File: config.mk
export PLATFORM = sky130hd
export DESIGN_NAME = pcie_resp_sched
export DESIGN_NICKNAME = d
export VERILOG_FILES = /design/src/rtl/pcie_resp_sched_pkg.sv /design/src/rtl/pcie_resp_sched_rr_pick.sv /design/src/rtl/pcie_resp_sched.sv
export SDC_FILE = /design/constraint.sdc
export NUM_CORES = 1
export LEC_CHECK = 0
export ABC_CLOCK_PERIOD_IN_PS = 6700
export CAP_MARGIN = 30
export CORE_ASPECT_RATIO = 1.2
export CORE_MARGIN = 2
export CORE_UTILIZATION = 35
export CTS_BUF_LIST = sky130_fd_sc_hd__clkbuf_2
export DETAILED_ROUTE_END_ITERATION = 10
export PLACE_DENSITY = 0.56
export SYNTH_ARGS = -nofsm -noshare
export SYNTH_HDL_FRONTEND = slang
export SYNTH_HIERARCHICAL = 1
export SYNTH_SLANG_ARGS = --single-unit
File: constraint.sdc
create_clock -name clk -period 6.7 [get_ports clk]
set_input_delay 1.675 -clock clk [delete_from_list [all_inputs] [get_ports clk]]
set_output_delay 1.675 -clock clk [all_outputs]
set_load 0.005 [all_outputs]
File: src/rtl/pcie_resp_sched_pkg.sv
// Shared AMI types: app count, scheduler constants and the scheduler state encoding.
package AMITypes;

    localparam int AMI_NUM_APPS              = 4;
    localparam int AMI_APP_BITS              = 2;
    localparam int PCIE_SCHED_WEIGHT_W       = 4;
    localparam int PCIE_SCHED_TIMEOUT_CYCLES = 1023;

    typedef enum logic {
        IDLE   = 1'b0,
        ACTIVE = 1'b1
    } SchedState_t;

endpackage

File: src/rtl/pcie_resp_sched_rr_pick.sv
// rr_pick: combinational circular priority picker; grants the first set req bit at or after ptr.
module rr_pick
    import AMITypes::*;
#(
    parameter int N     = AMI_NUM_APPS,
    parameter int PTR_W = AMI_APP_BITS
) (
    input  logic [N-1:0]     req,
    input  logic [PTR_W-1:0] ptr,
    output logic [N-1:0]     grant
);

    logic found;

    always_comb begin
        grant = '0;
        found = 1'b0;
        for (int off = 0; off < N; off++) begin
            for (int j = 0; j < N; j++) begin
                if (!found && req[j] && (j == (int'(ptr) + off) % N)) begin
                    grant[j] = 1'b1;
                    found    = 1'b1;
                end
            end
        end
    end

endmodule

File: src/rtl/pcie_resp_sched.sv
// Packet-atomic weighted round-robin scheduler for the unified PCIe response queue.
// Optional per-app packet and abort statistics are built when PCIE_SCHED_STATS_EN is defined.
module pcie_resp_sched
    import AMITypes::*;
#(
    parameter int N              = AMI_NUM_APPS,
    parameter int WEIGHT_W       = PCIE_SCHED_WEIGHT_W,
    parameter int TIMEOUT_W      = 10,
    parameter int TIMEOUT_CYCLES = PCIE_SCHED_TIMEOUT_CYCLES
) (
    input  logic                  clk,
    input  logic                  rst_n,
    input  logic [N-1:0]          app_enable,
    input  logic [N-1:0]          req_valid,
    input  logic [N-1:0]          req_last,
    input  logic [N*WEIGHT_W-1:0] weight,
    input  logic                  out_ready,
    output logic [N-1:0]          sel,
    output logic [N-1:0]          req_deq,
    output logic                  out_enq,
    output logic                  abort,
    output logic [N-1:0]          abort_app
`ifdef PCIE_SCHED_STATS_EN
    ,
    input  logic                  stats_clr,
    output logic [N*32-1:0]       pkt_count,
    output logic [15:0]           abort_count
`endif
);

    localparam int PTR_W = (N > 1) ? $clog2(N) : 1;

    SchedState_t          state;
    logic [N-1:0]         owner;
    logic [PTR_W-1:0]     owner_idx;
    logic [PTR_W-1:0]     rr_ptr;
    logic [WEIGHT_W-1:0]  quota;
    logic [WEIGHT_W-1:0]  pkt_cnt;
    logic [TIMEOUT_W-1:0] wd_cnt;
    logic                 mid_pkt;

    logic [N-1:0]         elig;
    logic [N-1:0]         grant;
    logic [PTR_W-1:0]     grant_idx;
    logic [WEIGHT_W-1:0]  grant_weight;
    logic [PTR_W-1:0]     next_ptr;
    logic [WEIGHT_W-1:0]  pkt_next;
    logic                 own_valid;
    logic                 own_last;
    logic                 own_en;
    logic                 xfer;
    logic                 wd_expired;
    logic                 abort_now;
    logic                 leave;

    assign elig = req_valid & app_enable;

    rr_pick #(.N(N), .PTR_W(PTR_W)) u_pick (
        .req   (elig),
        .ptr   (rr_ptr),
        .grant (grant)
    );

    always_comb begin
        grant_idx    = '0;
        grant_weight = '0;
        for (int j = 0; j < N; j++) begin
            if (grant[j]) begin
                grant_idx    = PTR_W'(j);
                grant_weight = weight[j*WEIGHT_W +: WEIGHT_W];
            end
        end
    end

    // owner is all-zero while IDLE, so every owner-qualified term is inactive there.
    assign own_valid  = |(req_valid & owner);
    assign own_last   = |(req_last & owner);
    assign own_en     = |(app_enable & owner);
    assign xfer       = own_valid & out_ready & own_en;
    assign pkt_next   = pkt_cnt + WEIGHT_W'(1);
    assign next_ptr   = (owner_idx == PTR_W'(N - 1)) ? '0 : owner_idx + PTR_W'(1);
    assign wd_expired = mid_pkt && own_en && !own_valid && (wd_cnt == TIMEOUT_W'(TIMEOUT_CYCLES));
    assign abort_now  = rst_n && (state == ACTIVE) && mid_pkt && (!own_en || wd_expired);
    assign leave      = (state == ACTIVE) &&
                        (!own_en || wd_expired || (!mid_pkt && !own_valid) ||
                         (xfer && own_last && (pkt_next == quota)));

    assign sel       = owner;
    assign req_deq   = xfer ? owner : '0;
    assign out_enq   = xfer;
    assign abort     = abort_now;
    assign abort_app = abort_now ? owner : '0;

    always_ff @(posedge clk) begin
        if (!rst_n) begin
            state     <= IDLE;
            owner     <= '0;
            owner_idx <= '0;
            rr_ptr    <= '0;
            quota     <= '0;
            pkt_cnt   <= '0;
            wd_cnt    <= '0;
            mid_pkt   <= 1'b0;
        end else begin
            case (state)
                IDLE: begin
                    if (|elig) begin
                        state     <= ACTIVE;
                        owner     <= grant;
                        owner_idx <= grant_idx;
                        quota     <= (grant_weight == '0) ? WEIGHT_W'(1) : grant_weight;
                        pkt_cnt   <= '0;
                        wd_cnt    <= '0;
                        mid_pkt   <= 1'b0;
                    end
                end
                ACTIVE: begin
                    if (leave) begin
                        state   <= IDLE;
                        owner   <= '0;
                        rr_ptr  <= next_ptr;
                        pkt_cnt <= '0;
                        wd_cnt  <= '0;
                        mid_pkt <= 1'b0;
                    end else if (xfer) begin
                        wd_cnt  <= '0;
                        mid_pkt <= !own_last;
                        if (own_last) begin
                            pkt_cnt <= pkt_next;
                        end
                    end else if (mid_pkt && !own_valid) begin
                        wd_cnt <= wd_cnt + TIMEOUT_W'(1);
                    end
                end
                default: begin
                    state <= IDLE;
                    owner <= '0;
                end
            endcase
        end
    end

`ifdef PCIE_SCHED_STATS_EN
    always_ff @(posedge clk) begin
        if (!rst_n || stats_clr) begin
            pkt_count   <= '0;
            abort_count <= '0;
        end else begin
            for (int i = 0; i < N; i++) begin
                if (xfer && own_last && owner[i]) begin
                    pkt_count[i*32 +: 32] <= pkt_count[i*32 +: 32] + 32'd1;
                end
            end
            if (abort_now && (abort_count != 16'hFFFF)) begin
                abort_count <= abort_count + 16'd1;
            end
        end
    end
`endif

endmodule

== After elaboration in Yosys (flattened, before gate mapping) ==
Index checks and enable logic that the tools add are counted.

* Input bits: 31
* Register bits: 28
* Word-level logic and storage cells: 187
* Output and inout port bits: 14

* Add/subtract/negate cells: 6
* Equality and inequality tests: 20
* Reduce and logical (&&, ||, !) cells: 82
* Multiplexer cells: 61
* Bitwise operators: 10

{| class="wikitable"
|+ Operators with widths
! operator !! number
|-
| 32-bit logical NOT || 4
|-
| 4-bit 2-to-1 mux || 13
|-
| 1-bit logical AND || 42
|-
| 10-bit 2-to-1 mux || 4
|-
| 1-bit 2-to-1 mux || 36
|-
| 10-bit case mux with 2 select lines || 1
|-
| 1-bit logical NOT || 19
|-
| 3-bit == test, first input constant || 6
|-
| 4-bit AND || 4
|-
| 4-bit case mux with 2 select lines || 2
|-
| 4-bit OR reduction || 4
|-
| 10-bit by 1-bit adder with 10-bit output, second input constant || 1
|-
| 10-bit == test, second input constant || 1
|-
| 2-bit AND reduction || 5
|-
| 2-bit by 3-bit == test with 1-bit output, first input constant || 3
|-
| 2-bit 2-to-1 mux || 3
|-
| 3-bit by 1-bit != test with 1-bit output, second input constant || 2
|-
| 2-bit OR reduction || 3
|-
| 2-bit by 1-bit adder with 2-bit output, second input constant || 2
|-
| 2-bit adder, second input constant || 2
|-
| 4-bit by 1-bit adder with 4-bit output, second input constant || 1
|-
| 2-bit == test, first input constant || 2
|-
| 4-bit == test || 1
|-
| 4-bit logical NOT || 1
|-
| 11 further kinds || 17
|}

== Longest topological paths before layout ==
Gate-level depths: netlist of the first run.

* Depth after elaboration: 66
* Mapped depth: 9
* Mapped depth without buffers: 9

== Hierarchy ==
Netlist of the first run, hierarchy kept.

{| class="wikitable"
|+ By module, submodules not included
! module !! area an instance (um2) !! cells an instance !! sequential area each (um2) !! instances
|-
| pcie_resp_sched || 1796.7 || 215 || 560.5 || 1
|-
| rr_pick || 101.3 || 16 || 0.0 || 1
|}

== Least setup slack after synthesis of the first run ==
Ideal clock, no wire load.

* Path type: input -> output
* From: in rst_n
* To: out abort_app[2]
* Stages on the path: 5
* Arrival time: 2491 ps
* Path slack: 2534 ps
* Data required time: 5025 ps
* Path buffers: 1
* Cell sequence: clkbuf_1 and2_1 nand2_1 a21oi_2 and2_2

* Longest elaborated chain between the ends: 4

{| class="wikitable"
|+ Ends and longest elaborated chain
! what !! RTL line !! source
|-
| from (decl) || pcie_resp_sched.sv:12 || <nowiki>input logic rst_n,</nowiki>
|-
| 1-bit logical AND (3 in a row) || pcie_resp_sched.sv:83 || <nowiki>assign abort_now = rst_n && (state == ACTIVE) && mid_pkt && (!own_en || wd_expired);</nowiki>
|-
| named net abort || pcie_resp_sched.sv:21 || <nowiki>output logic abort,</nowiki>
|-
| 4-bit 2-to-1 mux || pcie_resp_sched.sv:92 || <nowiki>assign abort_app = abort_now ? owner : '0;</nowiki>
|-
| to (decl) || pcie_resp_sched.sv:22 || <nowiki>output logic [N-1:0] abort_app</nowiki>
|}

The timed path passes the listed nets, and every way through them passes these cells.

== Worst setup path in the final report of the first run ==
* From: in rst_n
* To: out abort_app[2]

* Longest elaborated chain between the ends: 4

{| class="wikitable"
|+ Ends and longest elaborated chain
! what !! RTL line
|-
| 1-bit logical AND (3 in a row) || pcie_resp_sched.sv:83
|-
| 4-bit 2-to-1 mux || pcie_resp_sched.sv:92
|}

Every way passes these cells.

==> impl_metrics.py, run 1 <==
metrics = {
    "status": {
        "status": "complete, no violations",
    },
    "yosys": {
        "ys.flop_type": "dfxtp_1",
        "muxShareOfSynthArea_pct": 2.109,
        "synth_async_sr_flop_share_pct": 0,
        "yosysSeqAreaShare_pct": 29.53,
        "synth-simple-area-share_pct": 25.84,
        "synthCells": 231,
        "yosys_warnings": 6,
        "synthDistinctLibCells": 57,
        "synth_xor_area_share_pct": 1.846,
        "syn-cell-area_mm2": 0.001898,
        "syn_avg_cell_area_um2": 8.217,
        "ys_seq_elements": 28,
        "synth_edf_count": 0,
        "synth_fp_nets": 265,
        "synth_top_family_by_area": "compound AO/OA/AOI/OAI gates",
        "synthAdderAreaFrac_pct": 1.978,
        "synth_compound_area_share_pct": 34.94,
    },
    "power_and_ir_drop": {
        "power_density_mw_per_mm2": 140.4,
        "power.leakage_nw": 0.8915,
        "peakVddDrop_mv": 0.08265,
        "p_total_mw": 0.3370,
    },
    "global_route": {
        "grt_first_pass_wirelength_um": 8176,
        "grt_max_degree": 29,
        "grt_pass1_vias": 1729,
        "grt.total_usage_pct": 16.39,
        "antenna_found_initial": 0,
        "grt-ovfl-total": 0,
    },
    "timing": {
        "setup_tns_ns": 0,
        "final-hold-violation-count": 0,
        "relSlewSlack_pct": 49.54,
        "setup_ws_ns": 1.529,
        "fin_crit_sh_pct": 77.18,
        "period_needed_ns": 5.171,
        "fin_skew_ns": 0.01515,
        "finalSetupViolCount": 0,
        "rsz0062_at_grt": "no",
        "worst_slew_pin_slew_ns": 0.7512,
        "maxSlewViolCount": 0,
        "max_freq_ghz": 0.1934,
    },
    "cells_and_area": {
        "final_common_cell": "clkdlybuf4s50_1",
        "layout-drive-gt1-share_pct": 9.963,
        "regArea_um2": 560.5,
        "num-fill-cells": 508,
        "layout.nets": 307,
        "multi_input_area_mm2": 0.001266,
        "most-common-layout-cells": "44 x clkdlybuf4s50_1, 28 x dfxtp_1, 26 x nand2_1",
        "diodes": 0,
        "area_growth_pct": 26.50,
    },
    "run": {
        "cap_violations": 0,
    },
    "hold_path": {
        "hold_path.class": "reg2reg",
        "hold_end": "wd_cnt[5]",
        "min_from": "wd_cnt[5]",
        "whs_path_depth": 1,
    },
    "setup_path": {
        "cp.required_ns": 5.03,
        "start_kind": "primary input",
        "cp.arrival_ns": 3.50,
        "r2r_setup_slack_ns": 4.56,
        "critPathMaxFanout": 28,
        "crit_path_start": "rst_n",
        "timing.reg2reg.worst_path_depth": 5,
        "path_class": "in2out",
        "worstReg2RegStart": "sel[3]",
        "r2r-end": "wd_cnt[5]",
        "end_kind": "primary output",
    },
    "clock_tree": {
        "ctsResizeCount": 0,
        "numCtsBuffers": 3,
        "clk_path_buf_depth": 2,
        "ctsHtreeMaxLevel": 1,
        "holdBufCountCts": 0,
        "clk_latency_ns": 0.36,
        "cts_root_buf": "clkbuf_2",
        "cts_sinks": 28,
        "cts_tree": "done",
        "clk_pin_slew_ns": 0.26,
        "cts_setup_buffers": 0,
    },
    "routing": {
        "wire_per_inst_um": 14.82,
        "first_iter_violations": 79,
        "antenna_left": 0,
        "vias": 1841,
        "dr.pass1.iters": 4,
        "drc": 0,
        "wl_um": 4935,
        "viasPerCell": 5.529,
    },
    "die": {
        "coreArea_mm2": 0.005261,
        "start_util_pct": 36.08,
        "die_w_um": 71.23,
        "die_area_mm2": 0.006031,
        "io_pins": 45,
        "row_count": 29,
        "die_y_um": 84.67,
    },
    "placed_design": {
        "globalplace.congestion": 0.8001,
        "dpl.hpwl_um": 3785,
        "port_buffers": 44,
        "pre_cts_slack_ns": 1.503,
    },
}
-- worst max-delay path: stages --
cell	delay, ns
clkdlybuf4s50_1	0.45
buf_4	0.26
and2_1	0.20
nand2_1	0.08
a21oi_2	0.17
and2_2	0.16
clkdlybuf4s50_1	0.49
-- cell type report --
cell class                 count  share of cell area (%)
multi-input combinational    186                   52.74
sequential                    28                   23.35
timing repair buffer          45                   18.66
tap                           62                   3.231
inverter                       9                   1.407
clock buffer                   3                  0.6253
-- power by group --
group / switching, mW / internal, mW / total, mW
registers: 0.0102 / 0.175 / 0.186
logic: 0.0452 / 0.0449 / 0.0901
clock network: 0.0490 / 0.0122 / 0.0612
-- through the flow --
stage	std cells	area [µm²]	utilization [%]	hold slack (ns)
5_1_grt	333	2401	45.64	0.5411
3_5_place_dp	330	2386	45.35	0.4735
3_3_place_gp	330	2386	45.35	0.4630
6_report	333	2401	45.64	0.5064
2_1_floorplan	231	1898	-	0.4472
4_1_cts	333	2401	45.64	0.5073
-- registers in the layout, summed over array words and instances, names as in the netlist --
signal     flops
wd_cnt        10
quota          4
mid_pkt        1
owner_idx      2
state          1
pkt_cnt        4
sel            4
rr_ptr         2
-- metal layers --
metal | part of all wire (%) | routed length (µm) | GRT usage (%)
met2 | 50 | 2485 | 29.21
met5 | 0 | 0 | 0
met4 | 0.75 | 37 | 2.230
met3 | 2.8 | 137 | 3.361
met1 | 46 | 2276 | 20.61
-- Yosys cell counts, types with 5 or more instances --
| master | count | share of area (%) |
|---|---|---|
| a21oi_1 | 11 | 2.9 |
| a31oi_1 | 8 | 2.6 |
| and2_1 | 10 | 3.3 |
| clkbuf_1 | 7 | 1.4 |
| dfxtp_1 | 28 | 30 |
| inv_1 | 8 | 1.6 |
| nand2_1 | 26 | 5.1 |
| nand3_1 | 18 | 4.7 |
| nor2_1 | 10 | 2.0 |
| o211a_1 | 5 | 2.6 |
| o211ai_1 | 5 | 2.0 |
| o21ai_0 | 14 | 3.7 |
-- cells by family (layout without fill, tap and decap cells) --
| kind of cell | count (synthesis) | in the layout |
|---|---|---|
| compound gates | 87 | 87 |
| fa+ha+maj | 3 | 3 |
| flops | 28 | 28 |
| xor+xnor | 4 | 4 |
| mux | 4 | 4 |
| buf+inv | 17 | 57 |
| simple gates | 88 | 88 |
-- worst max path at each step --
stage | end | slack [ns] | depth (start not counted)
finish | abort_app[2] | 1.53 | 7
global route | abort_app[0] | 1.41 | 7
CTS | abort_app[2] | 1.51 | 7
detailed placement | abort_app[2] | 1.50 | 7
global placement | abort_app[2] | 1.53 | 7
floorplan | abort_app[2] | 2.53 | 5
Power figures use the tool's default switching activity.
==> inputs of run 2 (changes only) <==
--- a/config.mk
+++ b/config.mk
@@ -5,7 +5,7 @@
 export SDC_FILE = /design/constraint.sdc
 export NUM_CORES = 1
 export LEC_CHECK = 0
-export ABC_CLOCK_PERIOD_IN_PS = 6700
+export ABC_CLOCK_PERIOD_IN_PS = 4900
 export CAP_MARGIN = 30
 export CORE_ASPECT_RATIO = 1.2
 export CORE_MARGIN = 2
==> constraint.sdc (replaced) <==
create_clock -name clk -period 4.9 [get_ports clk]
set_input_delay 1.225 -clock clk [delete_from_list [all_inputs] [get_ports clk]]
set_output_delay 1.225 -clock clk [all_outputs]
set_load 0.005 [all_outputs]
==> impl_metrics.py, run 2 (synthesized netlist as in run 1, its figures left out) <==
metrics = {
    "status": {
        "status": "complete, no violations",
    },
    "routing": {
        "antenna_left": 0,
        "vias": 1889,
        "drc": 0,
        "wl_um": 5196,
        "wire_per_inst_um": 15.56,
        "viasPerCell": 5.656,
        "dr.pass1.iters": 4,
        "first_iter_violations": 116,
    },
    "clock_tree": {
        "ctsHtreeMaxLevel": 1,
        "cts_tree": "done",
        "cts_root_buf": "clkbuf_2",
        "numCtsBuffers": 3,
        "clk_path_buf_depth": 2,
        "ctsResizeCount": 0,
        "clk_pin_slew_ns": 0.29,
        "clk_latency_ns": 0.39,
        "cts_setup_buffers": 0,
        "cts_sinks": 28,
        "holdBufCountCts": 0,
    },
    "cells_and_area": {
        "largest-register": "wd_cnt",
        "largest_reg_flops": 10,
        "diodes": 0,
        "layout-drive-gt1-share_pct": 10.29,
        "final_common_cell": "clkdlybuf4s50_1",
        "final_cells": 334,
        "layout.nets": 307,
        "utilization_pct": 46.21,
        "stdcell_area_mm2": 0.002431,
        "most-common-layout-cells": "44 x clkdlybuf4s50_1, 28 x dfxtp_1, 26 x nand2_1",
        "area_growth_pct": 28.08,
    },
    "placed_design": {
        "globalplace.congestion": 0.7690,
        "dpl.hpwl_um": 3884,
        "placed_area_mm2": 0.002386,
        "placed_cells": 330,
        "port_buffers": 44,
        "pre_cts_slack_ns": 0.6457,
    },
    "global_route": {
        "grt.total_usage_pct": 18.16,
        "antenna_found_initial": 0,
        "grt_max_degree": 28,
        "grt_first_pass_wirelength_um": 8997,
        "grt_pass1_vias": 1928,
        "grt-ovfl-total": 0,
    },
    "setup_path": {
        "path_class": "in2out",
        "cp_slowest_stage_delay_ns": 0.49,
        "cp.arrival_ns": 3.03,
        "cp.required_ns": 3.67,
        "critPathMaxFanout": 5,
        "cp_cell_sequence": "clkdlybuf4s50_1 > a22oi_2 > nand3_1 > a21oi_2 > and2_2 > clkdlybuf4s50_1",
        "end_kind": "primary output",
        "path_common_cell": "clkdlybuf4s50_1",
        "slowest_stage": "clkdlybuf4s50_1",
        "path_buf_inv": 2,
        "path_delay_family": "buffers and inverters",
        "start_kind": "primary input",
    },
    "timing": {
        "worst_slew_pin_slew_ns": 0.7349,
        "fin_skew_ns": 0.01026,
        "period_needed_ns": 4.259,
        "setup_ws_ns": 0.6413,
        "fin_crit_sh_pct": 86.91,
        "rsz0062_at_grt": "no",
        "max_freq_ghz": 0.2348,
        "setup_tns_ns": 0,
        "final-hold-violation-count": 0,
        "finalSetupViolCount": 0,
        "holdWs_ns": 0.5122,
        "maxSlewViolCount": 0,
        "relSlewSlack_pct": 50.64,
    },
    "power_and_ir_drop": {
        "clock_power_share_pct": 27.8,
        "p_int_mw": 0.3718,
        "peakVddDrop_mv": 0.1559,
        "power_frac_comb_pct": 23.7,
        "switchingPower_mw": 0.1532,
        "p_total_mw": 0.5249,
        "seq_power_share_pct": 48.5,
        "power.leakage_nw": 0.9057,
        "power_density_mw_per_mm2": 215.9,
        "swShare_pct": 29.18,
    },
    "die": {
        "io_pins": 45,
        "die_area_mm2": 0.006031,
        "row_count": 29,
        "die_w_um": 71.23,
        "coreArea_mm2": 0.005261,
        "die_y_um": 84.67,
        "start_util_pct": 36.08,
    },
    "hold_path": {
        "hold_path.class": "reg2reg",
    },
    "run": {
        "cap_violations": 0,
    },
}
-- run 2: layout make-up --
| cell class | count | area, µm² |
|---|---|---|
| multi-input cells | 186 | 1266 |
| fillers | 532 | 2830 |
| flip-flops and latches | 28 | 560.5 |
| repair buffers | 45 | 447.9 |
| clock inverters | 1 | 30.03 |
| clock buffers | 3 | 15.01 |
| well taps | 62 | 77.57 |
| inverters | 9 | 33.78 |
-- run 2: power by group through the flow --
stage / combinational, mW / sequential, mW / clock, mW
floorplan: 0.0783 / 0.253 / 0
global placement: 0.123 / 0.259 / 0
detailed placement: 0.124 / 0.259 / 0
CTS: 0.125 / 0.255 / 0.152
global route: 0.139 / 0.257 / 0.160
finish: 0.124 / 0.255 / 0.146
-- run 2: routing by layer --
layer  track usage (%)  vias to the layer above  share of wire, %
met5                 0                        -                 0
met4             4.803                        0              0.98
met3             2.161                        6               2.3
met2             31.82                       31                51
met1             23.30                      887                46
li1                  -                      965                 -
-- run 2: tightest hold or removal path: cells and delay by family, from the launching register on --
family / cells / cell delay, ns
DFF: 1 / 0.40
and+or+nand+nor: 2 / 0.12
-- run 2: final timing paths --
kind / cells after the start / startpoint / endpoint / slack (ns)
hold reg to reg: 2 / wd_cnt[9] / wd_cnt[9] / 0.51
hold / removal: 2 / wd_cnt[9] / wd_cnt[9] / 0.51
setup reg to reg: 5 / sel[3] / wd_cnt[3] / 2.74
setup / recovery: 6 / req_valid[1] / abort_app[2] / 0.64
